<file path="src/rtl/control_client.sv">
// rtl/control_client.sv - AXI-lite master executing one register read/write per command
// Returns read data, error flag and saturating transaction latency on a response port.
module control_client #(
  parameter int ADDR_W = 32,
  parameter int DATA_W = 32,
  parameter int LAT_W  = 16
) (
  input  logic              clk,
  input  logic              res_n,
  input  logic              cmd_valid,
  output logic              cmd_ready,
  input  logic              cmd_write,
  input  logic [ADDR_W-1:0] cmd_addr,
  input  logic [DATA_W-1:0] cmd_wdata,
  output logic              rsp_valid,
  input  logic              rsp_ready,
  output logic [DATA_W-1:0] rsp_rdata,
  output logic              rsp_err,
  output logic [LAT_W-1:0]  rsp_cycles,
  output logic              m_axi_awvalid,
  input  logic              m_axi_awready,
  output logic [ADDR_W-1:0] m_axi_awaddr,
  output logic [2:0]        m_axi_awprot,
  output logic              m_axi_wvalid,
  input  logic              m_axi_wready,
  output logic [DATA_W-1:0] m_axi_wdata,
  output logic [DATA_W/8-1:0] m_axi_wstrb,
  input  logic              m_axi_bvalid,
  output logic              m_axi_bready,
  input  logic [1:0]        m_axi_bresp,
  output logic              m_axi_arvalid,
  input  logic              m_axi_arready,
  output logic [ADDR_W-1:0] m_axi_araddr,
  output logic [2:0]        m_axi_arprot,
  input  logic              m_axi_rvalid,
  output logic              m_axi_rready,
  input  logic [DATA_W-1:0] m_axi_rdata,
  input  logic [1:0]        m_axi_rresp
);

  typedef enum logic [2:0] {IDLE, WR_REQ, WR_RESP, RD_REQ, RD_RESP, RSP} state_t;

  state_t            state;
  logic [ADDR_W-1:0] addr_q;
  logic [DATA_W-1:0] wdata_q;
  logic [LAT_W-1:0]  lat_cnt;
  logic [LAT_W-1:0]  lat_inc;
  logic              aw_done;
  logic              w_done;
  logic              unused_resp_lsb;

  assign lat_inc = (lat_cnt == {LAT_W{1'b1}}) ? lat_cnt : lat_cnt + LAT_W'(1);

  // A channel is done once its valid has dropped or is handshaking this cycle.
  assign aw_done = !m_axi_awvalid || m_axi_awready;
  assign w_done  = !m_axi_wvalid  || m_axi_wready;

  assign m_axi_awaddr = addr_q;
  assign m_axi_araddr = addr_q;
  assign m_axi_wdata  = wdata_q;
  assign m_axi_awprot = 3'b000;
  assign m_axi_arprot = 3'b000;
  assign m_axi_wstrb  = {(DATA_W/8){1'b1}};

  assign unused_resp_lsb = &{1'b0, m_axi_bresp[0], m_axi_rresp[0]};

  always_ff @(posedge clk or negedge res_n) begin
    if (!res_n) begin
      state         <= IDLE;
      cmd_ready     <= 1'b0;
      rsp_valid     <= 1'b0;
      rsp_rdata     <= '0;
      rsp_err       <= 1'b0;
      rsp_cycles    <= '0;
      addr_q        <= '0;
      wdata_q       <= '0;
      lat_cnt       <= '0;
      m_axi_awvalid <= 1'b0;
      m_axi_wvalid  <= 1'b0;
      m_axi_bready  <= 1'b0;
      m_axi_arvalid <= 1'b0;
      m_axi_rready  <= 1'b0;
    end else begin
      case (state)
        IDLE: begin
          cmd_ready <= 1'b1;
          if (cmd_valid && cmd_ready) begin
            addr_q    <= cmd_addr;
            wdata_q   <= cmd_wdata;
            lat_cnt   <= '0;
            cmd_ready <= 1'b0;
            if (cmd_write) begin
              state         <= WR_REQ;
              m_axi_awvalid <= 1'b1;
              m_axi_wvalid  <= 1'b1;
            end else begin
              state         <= RD_REQ;
              m_axi_arvalid <= 1'b1;
            end
          end
        end
        WR_REQ: begin
          lat_cnt <= lat_inc;
          if (m_axi_awvalid && m_axi_awready) m_axi_awvalid <= 1'b0;
          if (m_axi_wvalid && m_axi_wready)   m_axi_wvalid  <= 1'b0;
          if (aw_done && w_done) begin
            state        <= WR_RESP;
            m_axi_bready <= 1'b1;
          end
        end
        WR_RESP: begin
          lat_cnt <= lat_inc;
          if (m_axi_bvalid) begin
            m_axi_bready <= 1'b0;
            rsp_rdata    <= '0;
            rsp_err      <= m_axi_bresp[1];
            rsp_cycles   <= lat_inc;
            rsp_valid    <= 1'b1;
            state        <= RSP;
          end
        end
        RD_REQ: begin
          lat_cnt <= lat_inc;
          if (m_axi_arready) begin
            m_axi_arvalid <= 1'b0;
            m_axi_rready  <= 1'b1;
            state         <= RD_RESP;
          end
        end
        RD_RESP: begin
          lat_cnt <= lat_inc;
          if (m_axi_rvalid) begin
            m_axi_rready <= 1'b0;
            rsp_rdata    <= m_axi_rdata;
            rsp_err      <= m_axi_rresp[1];
            rsp_cycles   <= lat_inc;
            rsp_valid    <= 1'b1;
            state        <= RSP;
          end
        end
        RSP: begin
          if (rsp_ready) begin
            rsp_valid <= 1'b0;
            cmd_ready <= 1'b1;
            state     <= IDLE;
          end
        end
        default: state <= IDLE;
      endcase
    end
  end

endmodule

</file>
<file path="config.mk">
export PLATFORM = sky130hd
export DESIGN_NAME = control_client
export DESIGN_NICKNAME = d
export VERILOG_FILES = /design/src/rtl/control_client.sv
export SDC_FILE = /design/constraint.sdc
export NUM_CORES = 1
export LEC_CHECK = 0
export CELL_PAD_IN_SITES_DETAIL_PLACEMENT = 0
export CELL_PAD_IN_SITES_GLOBAL_PLACEMENT = 1
export CORE_UTILIZATION = 35
export CTS_BUF_LIST = sky130_fd_sc_hd__clkbuf_4 sky130_fd_sc_hd__clkbuf_8 sky130_fd_sc_hd__clkbuf_16
export DETAILED_ROUTE_END_ITERATION = 8
export GPL_ROUTABILITY_DRIVEN = 0
export PLACE_DENSITY_LB_ADDON = 0.2
export SLEW_MARGIN = 40
export SYNTH_ARGS = -nofsm -noshare
export SYNTH_HDL_FRONTEND = slang
export SYNTH_SLANG_ARGS = --single-unit
</file>
<file path="constraint.sdc">
create_clock -name clk -period 3.3 [get_ports clk]
set_input_delay 0.66 -clock clk [delete_from_list [all_inputs] [get_ports clk]]
set_output_delay 0.66 -clock clk [all_outputs]
set_load 0.005 [all_outputs]
</file>
==> results of run 1 <==
==> kinds of logic after synthesis <==
group / Yosys count / share of synthesized area [%]
fa+ha+maj: 1 / 0.1935
other cells: 2 / 0.1161
flops: 139 / 53.79
compound gates: 112 / 10.27
xor+xnor: 8 / 1.084
buf+inv: 83 / 8.998
mux: 69 / 13.12
simple gates: 167 / 12.42
==> power by group <==
part | switching, mW | internal, mW | leakage [nW]
Sequential | 0.564 | 2.44 | 1.77
Clock | 0.752 | 1.45 | 0.332
Combinational | 1.38 | 2.40 | 1.93
Total | 2.70 | 6.29 | 4.03
==> cell usage in the layout, fill, tap and decap left out, types with 3 or more instances in the layout <==
cell type,count
mux2_1,7
inv_1,7
a31oi_1,9
nor2_1,11
and2_1,4
dfrtp_1,139
xnor2_1,3
nor3_1,3
nand3_1,12
and3_1,8
inv_6,3
nand4_1,3
buf_4,5
clkdlybuf4s50_1,258
xor2_1,5
o22ai_1,4
mux2_2,39
bufinv_16,6
buf_12,3
nand2_1,105
clkbuf_16,17
o21ai_0,56
mux2i_1,3
a21oi_1,13
conb_1,10
nand2b_1,4
mux2_4,20
a22o_1,5
o21ai_1,8
==> stage by stage <==
| stage | power [mW] | cell area [um2] | cells | util (%) | setup slack [ns] |
|---|---|---|---|---|---|
| CTS | 9.142 | 9615 | 1041 | 53.35 | 1.229 |
| finish | 8.991 | 9618 | 1041 | 53.36 | 1.223 |
| global placement | 6.776 | 8925 | 1008 | 49.51 | 0.9597 |
| detailed placement | 6.885 | 8932 | 1009 | 49.56 | 0.9235 |
| floorplan | 4.884 | 6496 | 589 | - | 1.586 |
| global route | 9.632 | 9618 | 1041 | 53.36 | 1.137 |
==> worst min-delay path by stage <==
| stage | startpoint | endpoint | cells past startpoint |
|---|---|---|---|
| after floorplan | res_n | cmd_ready | 0 |
| after global placement | rsp_rdata[27] | rsp_rdata[27] | 2 |
| after detailed placement | rsp_rdata[6] | rsp_rdata[6] | 2 |
| after CTS | res_n | rsp_rdata[22] | 1 |
| after global routing | res_n | rsp_rdata[22] | 1 |
| final | res_n | rsp_rdata[22] | 1 |
==> final cells by class <==
| class | count | share of cell area (%) |
|---|---|---|
| multi-input cells | 367 | 25.47 |
| clock buffers | 19 | 4.644 |
| flip-flops and latches | 139 | 36.17 |
| repair buffers | 267 | 28.01 |
| clock inverters | 13 | 2.459 |
| inverters | 7 | 0.2732 |
| well taps | 229 | 2.979 |
==> critical path, stage by stage, from the launching register on <==
cell	delay, ns
dfrtp_1	0.59
or3_4	0.49
nor2_4	0.11
buf_12	0.36
mux2_2	0.39
==> layer usage <==
layer	global-route usage (%)	vias to the layer above	wire length, um
li1	-	2388	-
met1	20.91	2361	6777
met2	29.06	163	8226
met3	5.080	24	1149
met4	7.790	0	354
met5	0	-	0
==> state kept, by name, indices dropped and copies added, names as in the netlist <==
register / count
m_axi_araddr: 32
m_axi_wdata: 32
rsp_rdata: 32
lat_cnt: 16
rsp_cycles: 16
state: 3
cmd_ready: 1
m_axi_arvalid: 1
m_axi_awvalid: 1
m_axi_bready: 1
m_axi_rready: 1
m_axi_wvalid: 1
rsp_err: 1
rsp_valid: 1
==> run_results.csv, run 1 <==
group,metric,value,unit
logic_synthesis,synth_most_common_cell,"dfrtp_1",
pwr,power.density,934.8,nW/um2
logic_synthesis,synthTopCellsByCount,"dfrtp_1 (139), nand2_1 (105), o21ai_0 (56)",
finish,regArea,3478,um2
finish,diodes,0,
finish,area_delta_synth_final,48.74,%
critical_path,crit_start,"state[1]",
clock_tree,numCtsBuffers,17,
drt,wire_per_inst,15.86,um
logic_synthesis,synthFlopType,"dfrtp_1",
logic_synthesis,synth_cells,581,
finish,fill_cells,1596,
logic_synthesis,synth.largest_area_cell,"dfrtp_1",
floorplanning,dieHeight,137.9,um
drt,first_pass_iters,4,
clock_tree,cts.clk_slew.worst_paths,0.06,ns
critical_path,critPathMaxFanout,67,
grt,antenna_found_initial,0,
grt,grt_pass1_vias,4712,
logic_synthesis,synth_top_area_share,53.79,%
critical_path,arrival,2.38,ns
place,dp_hpwl,11.85,mm
logic_synthesis,ys_seq_area_share,53.79,%
logic_synthesis,async_flop_share,100.0,%
floorplanning,io_pins,272,
place,port-buffer-count,259,
sta,setup_viol,0,
grt,grtUsageTotal,17.48,%
hold_path,hold_class,"in -> async",
grt,grt_pass1_wl,25.22,mm
clock_tree,clock-sinks,139,
clock_tree,clk_path_buf_depth,2,
critical_path,endpoint,"m_axi_wdata[16]",
sta,rsz0062_at_grt,"no",
drt,routed_via_density,4.742,
sta,period_needed,2.077,ns
grt,grt.overflow.total,0,
logic_synthesis,syn_area,6466,um2
drt,wl,16.51,mm
floorplanning,core_area,18020,um2
critical_path,r2r-end,"m_axi_wdata[16]",
floorplanning,dieWidth,137.9,um
floorplanning,fp.dieArea,19020,um2
critical_path,required,3.60,ns
clock_tree,ctsResizeCount,0,
sta,tightest_slew,0.6821,ns
logic_synthesis,synth_edf_count,0,
pwr,leakagePower,4.029,nW
run_status,status,"finished, final reports clean",
critical_path,startpoint_type,"flop",
clock_tree,clock_latency,0.42,ns
clock_tree,cts_tree,"done",
logic_synthesis,synth_cell_type_count,59,
drt,route.detailed.drc,0,
drt,drtAntennaViolNets,0,
critical_path,path_class,"reg -> reg",
logic_synthesis,syn_avg_cell_area,11.13,um2
critical_path,r2r-start,"state[1]",
drt,drtIter0Drc,196,
logic_synthesis,ys_warn_count,0,
floorplanning,num_rows,49,
sta,slew_viol_final,0,
logic_synthesis,synth.area.top_cells,"dfrtp_1 (54%), mux2_2 (6.8%), nand2_1 (6.1%)",
flow_run,cap_violations,0,
clock_tree,postCtsHoldBufs,0,
clock_tree,cts.htree.levels,4,
sta,fmax,481.6,MHz
sta,fin_hold_ws,0.2506,ns
sta,fin_skew,0.008125,ns
critical_path,cp-end-kind,"flop",
grt,grt_max_degree,99,
clock_tree,cts-root-buf,"clkbuf_16",
finish,drive_gt1_share,13.67,%
critical_path,worst-r2r-cell-count,4,
sta,period_share,62.93,%
drt,num_vias,4936,
sta,setup_tns,0,ns
critical_path,rrSetupSlack,1.22,ns
pwr,ir_drop,0.6060,mV
clock_tree,postCtsSetupRepairBufs,0,
finish,nNetsFinal,910,
sta,max_slew_margin,54.52,%
sta,finalHoldViolations,0,
finish,multi_input_comb_area,2450,um2
logic_synthesis,synth_seq_cells,139,
floorplanning,start_util,35.87,%
(Power assumes the default switching activity.)
==> run 2: changes to the inputs <==
Settings changed: CORE_UTILIZATION 35 to 32.
Clock period 3.3 ns to 2.1 ns, I/O delays scaled along.
==> run 2 against run 1 <==
Compared with the run above:
- the flow now finishes with violations (hold timing)
- combinational power rose by 64%
- critical path type unchanged
- die area increased by 9.2%
- critical path depth up 2
- largest power group unchanged
==> run_results.csv, run 2 (synthesis gave the netlist of run 1 again) <==
group,metric,value,unit
sta,tightest_slew,0.6018,ns
drt,num_vias,4976,
grt,grt.overflow.total,0,
grt,grt_max_degree,63,
grt,grt_pass1_vias,4868,
sta,max_slew_margin,59.88,%
clock_tree,cts.htree.levels,4,
floorplanning,io_pins,272,
sta,fin_skew,0.009235,ns
grt,antenna_found_initial,0,
floorplanning,num_rows,51,
sta,finalHoldViolations,3,
pwr,p_total,13.87,mW
clock_tree,postCtsHoldBufs,0,
place,port-buffer-count,259,
drt,routed_via_density,4.578,
clock_tree,cts.clk_slew.worst_paths,0.06,ns
critical_path,critPathMaxFanout,14,
pwr,ir_drop,0.6220,mV
drt,first_pass_iters,4,
drt,wl,17.18,mm
critical_path,cp_slowest_cell,"dfrtp_1",
sta,setup_tns,0,ns
critical_path,r2r-start,"lat_cnt[0]",
critical_path,cp_slowest_stage_delay,0.44,ns
sta,setup_viol,0,
sta,rsz0062_at_grt,"no",
floorplanning,dieHeight,144.2,um
floorplanning,fp.dieArea,20780,um2
sta,period_share,86.00,%
flow_run,cap_violations,0,
clock_tree,numCtsBuffers,17,
floorplanning,core_area,19650,um2
run_status,violations,"hold timing",
clock_tree,cts_tree,"done",
clock_tree,clock-sinks,139,
grt,grtUsageTotal,16.52,%
sta,fmax,553.7,MHz
clock_tree,clock_latency,0.41,ns
critical_path,path_cells,"ha_1 > and3_1 > nand4_4 > and3_4 > nand2b_1 > a31oi_1",
grt,grt_pass1_wl,26.30,mm
finish,fill_cells,1823,
critical_path,arrival,2.14,ns
finish,area_delta_synth_final,49.85,%
drt,wire_per_inst,15.80,um
critical_path,r2r-end,"lat_cnt[9]",
sta,slew_viol_final,0,
critical_path,worst-r2r-cell-count,6,
critical_path,required,2.44,ns
sta,period_needed,1.806,ns
clock_tree,ctsResizeCount,0,
critical_path,rrSetupSlack,0.29,ns
run_status,status,"finished with violations",
place,dp_hpwl,12.64,mm
pwr,leakagePower,4.044,nW
finish,diodes,0,
clock_tree,clk_path_buf_depth,2,
clock_tree,cts-root-buf,"clkbuf_16",
critical_path,cp-end-kind,"flop",
drt,drtAntennaViolNets,0,
critical_path,startpoint_type,"flop",
finish,drive_gt1_share,14.72,%
pwr,power.density,1431,nW/um2
hold_path,hold_class,"in -> async",
finish,layout_commonest_cell,"clkdlybuf4s50_1",
drt,drtIter0Drc,157,
floorplanning,dieWidth,144.2,um
drt,route.detailed.drc,0,
sta,fin_hold_ws,-0.006753,ns
finish,final_cell_mix,"clkdlybuf4s50_1 (258), dfrtp_1 (139), nand2_1 (105)",
clock_tree,postCtsSetupRepairBufs,0,
finish,nNetsFinal,920,
critical_path,path_class,"reg -> reg",
floorplanning,start_util,32.90,%
-- run 2: worst max path at each step --
stage / startpoint / endpoint / slack, ns / cells past startpoint
floorplan: state[1] / m_axi_araddr[10] / 0.39 / 6
global placement: cmd_valid / m_axi_wdata[7] / 0.08 / 5
detailed placement: cmd_valid / m_axi_araddr[23] / 0.05 / 5
CTS: lat_cnt[0] / lat_cnt[9] / 0.28 / 6
global route: lat_cnt[0] / lat_cnt[9] / 0.11 / 6
finish: lat_cnt[0] / lat_cnt[9] / 0.29 / 6
-- run 2: cell type report --
class                           count  area [um2]  share of cell area [%]
Timing Repair Buffer              277        2804                   28.94
Tap cell                          265       331.6                   3.422
Clock buffer                       18       439.2                   4.533
Inverter                            7       26.28                  0.2712
Clock inverter                     14       160.2                   1.653
Sequential cell                   139        3478                   35.90
Multi-Input combinational cell    367        2450                   25.28
-- run 2: critical path: cells and delay by family, from the launching register on --
family	cells	cell delay, ns
AND/OR/NAND/NOR	4	0.92
adder cells (fa/ha/maj)	1	0.20
flip-flops	1	0.44
AO/OA/AOI/OAI	1	0.16
-- run 2: metrics by stage --
stage | setup slack (ns) | hold WS [ns] | instances | util (%) | area (um2)
detailed placement | 0.04568 | 0.4571 | 1055 | 46.25 | 9090
global placement | 0.07720 | 0.4563 | 1055 | 46.25 | 9090
global route | 0.1108 | 0.02162 | 1087 | 49.30 | 9689
floorplan | 0.3856 | 0.1244 | 589 | - | 6496
CTS | 0.2802 | 0.002181 | 1087 | 49.30 | 9689
finish | 0.2941 | -0.006753 | 1087 | 49.30 | 9689
-- run 2: routing by layer --
metal | vias up | share of wire [%] | track usage (%)
met5 | - | 0 | 0
met4 | 0 | 0.40 | 3.823
met3 | 6 | 7.7 | 5.563
met2 | 162 | 50 | 28.17
met1 | 2387 | 42 | 20.06
li1 | 2421 | - | -
-- run 2: report_power, final --
part | internal [mW] | switching (mW)
combinational | 3.86 | 2.33
sequential | 3.84 | 0.796
clock | 1.81 | 1.23
total | 9.50 | 4.36
==> run 3: changes to the inputs <==
Settings changed: CTS_CLUSTER_DIAMETER set to 30, PLACE_DENSITY_LB_ADDON 0.2 to 0.1.
==> run 3 against run 2 <==
Compared with the run above:
- cell count up 0.18%
- die area is the same
- clock power up 7.9%
- critical path type unchanged
- register-to-register slack got worse by 0.05 ns
- the flow now finishes without violations
- largest cell class unchanged
==> run_results.csv, run 3 (synthesis gave the netlist of run 1 again) <==
group,metric,value,unit
run_status,status,"finished, final reports clean",
critical_path,critPathMaxFanout,17,
drt,drtIter0Drc,149,
grt,grt_pass1_vias,4847,
pwr,leakagePower,4.078,nW
place,port-buffer-count,259,
clock_tree,clk_path_buf_depth,2,
flow_run,cap_violations,0,
sta,rsz0062_at_grt,"no",
clock_tree,cts_tree,"done",
drt,wire_per_inst,15.83,um
pwr,power.density,1447,nW/um2
drt,route.detailed.drc,0,
critical_path,startpoint_type,"flop",
pwr,p_int,9.777,mW
pwr,power_frac_seq,32.9,%
floorplanning,core_area,19650,um2
grt,grt.overflow.total,0,
floorplanning,fp.dieArea,20780,um2
sta,fin_skew,0.007960,ns
drt,num_vias,4992,
finish,final_cell_mix,"clkdlybuf4s50_1 (258), dfrtp_1 (139), nand2_1 (105)",
clock_tree,postCtsSetupRepairBufs,0,
grt,antenna_found_initial,0,
pwr,p_clk_share,23.3,%
floorplanning,dieWidth,144.2,um
floorplanning,num_rows,51,
grt,grtUsageTotal,16.57,%
sta,period_share,88.61,%
floorplanning,start_util,32.90,%
sta,fmax,537.4,MHz
sta,period_needed,1.861,ns
place,dpl_cell_area,9097,um2
finish,nNetsFinal,922,
sta,slew_viol_final,0,
drt,wl,17.24,mm
finish,drive_gt1_share,14.81,%
critical_path,worst-r2r-cell-count,6,
drt,drtAntennaViolNets,0,
pwr,netSwitchingFraction,30.74,%
pwr,p_total,14.12,mW
critical_path,arrival,2.19,ns
clock_tree,clock_latency,0.41,ns
grt,grt_pass1_wl,26.16,mm
clock_tree,ctsResizeCount,0,
finish,area_delta_synth_final,50.89,%
pwr,switching_power,4.339,mW
critical_path,path_class,"reg -> reg",
pwr,combPwrFrac,43.9,%
critical_path,cp-end-kind,"flop",
critical_path,required,2.43,ns
pwr,ir_drop,0.5307,mV
grt,grt_max_degree,57,
finish,fin_area,9757,um2
drt,first_pass_iters,4,
drt,routed_via_density,4.584,
clock_tree,postCtsHoldBufs,1,
sta,setup_viol,0,
hold_path,hold_class,"in -> async",
clock_tree,clock-sinks,139,
clock_tree,numCtsBuffers,17,
clock_tree,cts.htree.levels,4,
floorplanning,io_pins,272,
finish,layout_commonest_cell,"clkdlybuf4s50_1",
place,dp_hpwl,12.75,mm
finish,diodes,0,
clock_tree,cts.clk_slew.worst_paths,0.06,ns
floorplanning,dieHeight,144.2,um
clock_tree,cts-root-buf,"clkbuf_16",
sta,finalHoldViolations,0,
finish,fill_cells,1814,
==> run 3: cell types whose count changed in the layout (fill, tap and decap cells not counted) <==
cell,previous run,this run
bufinv_16,2,4
buf_4,12,13
clkinv_2,1,0
clkinvlp_4,3,2
dlygate4sd3_1,0,1
inv_6,4,3
inv_8,1,2
==> run 3: layout make-up <==
| type | count | area [um2] | share of cell area (%) |
|---|---|---|---|
| clock buffers | 18 | 439.2 | 4.501 |
| clock inverters | 14 | 210.2 | 2.154 |
| flip-flops and latches | 139 | 3478 | 35.65 |
| inverters | 7 | 26.28 | 0.2693 |
| well taps | 265 | 331.6 | 3.398 |
| multi-input cells | 367 | 2450 | 25.11 |
| repair buffers | 279 | 2821 | 28.92 |
==> run 3: worst paths after layout <==
path / startpoint / endpoint / slack [ns]
max in group asynchronous: res_n / m_axi_wdata[23] / 0.98
min in group clk: rsp_rdata[27] / rsp_rdata[27] / 0.48
min: res_n / rsp_rdata[25] / 0.48
max: lat_cnt[0] / lat_cnt[9] / 0.24
min reg2reg: rsp_rdata[27] / rsp_rdata[27] / 0.48
max reg2reg: lat_cnt[0] / lat_cnt[9] / 0.24
==> run 3: routing by layer <==
layer  vias up  global-route usage, %  share of wire [%]
met3        18                  3.907                6.3
met2       156                  29.75                 52
met4         0                  5.485                1.4
met5         -                      0                  0
li1       2415                      -                  -
met1      2403                  19.30                 41
==> run 3: through the flow <==
stage                     util (%)  hold WS, ns   TNS [ns]  std cells  setup WS, ns
final                        49.64       0.4771          0       1089        0.2392
after global routing         49.64       0.5013          0       1089       0.04164
after CTS                    49.64       0.4762          0       1089        0.2407
after detailed placement     46.29       0.3618  -0.005843       1056     -0.005416
after global placement       46.29       0.3594          0       1056       0.02574
after floorplan                  -       0.1244          0        589        0.3856
==> run 3: power by group through the flow <==
stage | logic (mW) | registers (mW) | clock network [mW]
after floorplan | 3.03 | 4.64 | 0
after CTS | 6.32 | 4.67 | 3.37
after global routing | 6.76 | 4.81 | 3.49
final | 6.19 | 4.64 | 3.28
after global placement | 6.23 | 4.64 | 0
after detailed placement | 6.30 | 4.70 | 0
==> run 3: worst max-delay path, cell delays in order, from the launching register on <==
cell and delay (ns):
dfrtp_1 0.44, ha_1 0.20, and3_1 0.27, nand4_4 0.29, and3_4 0.29, nand2b_1 0.13, a31oi_1 0.16
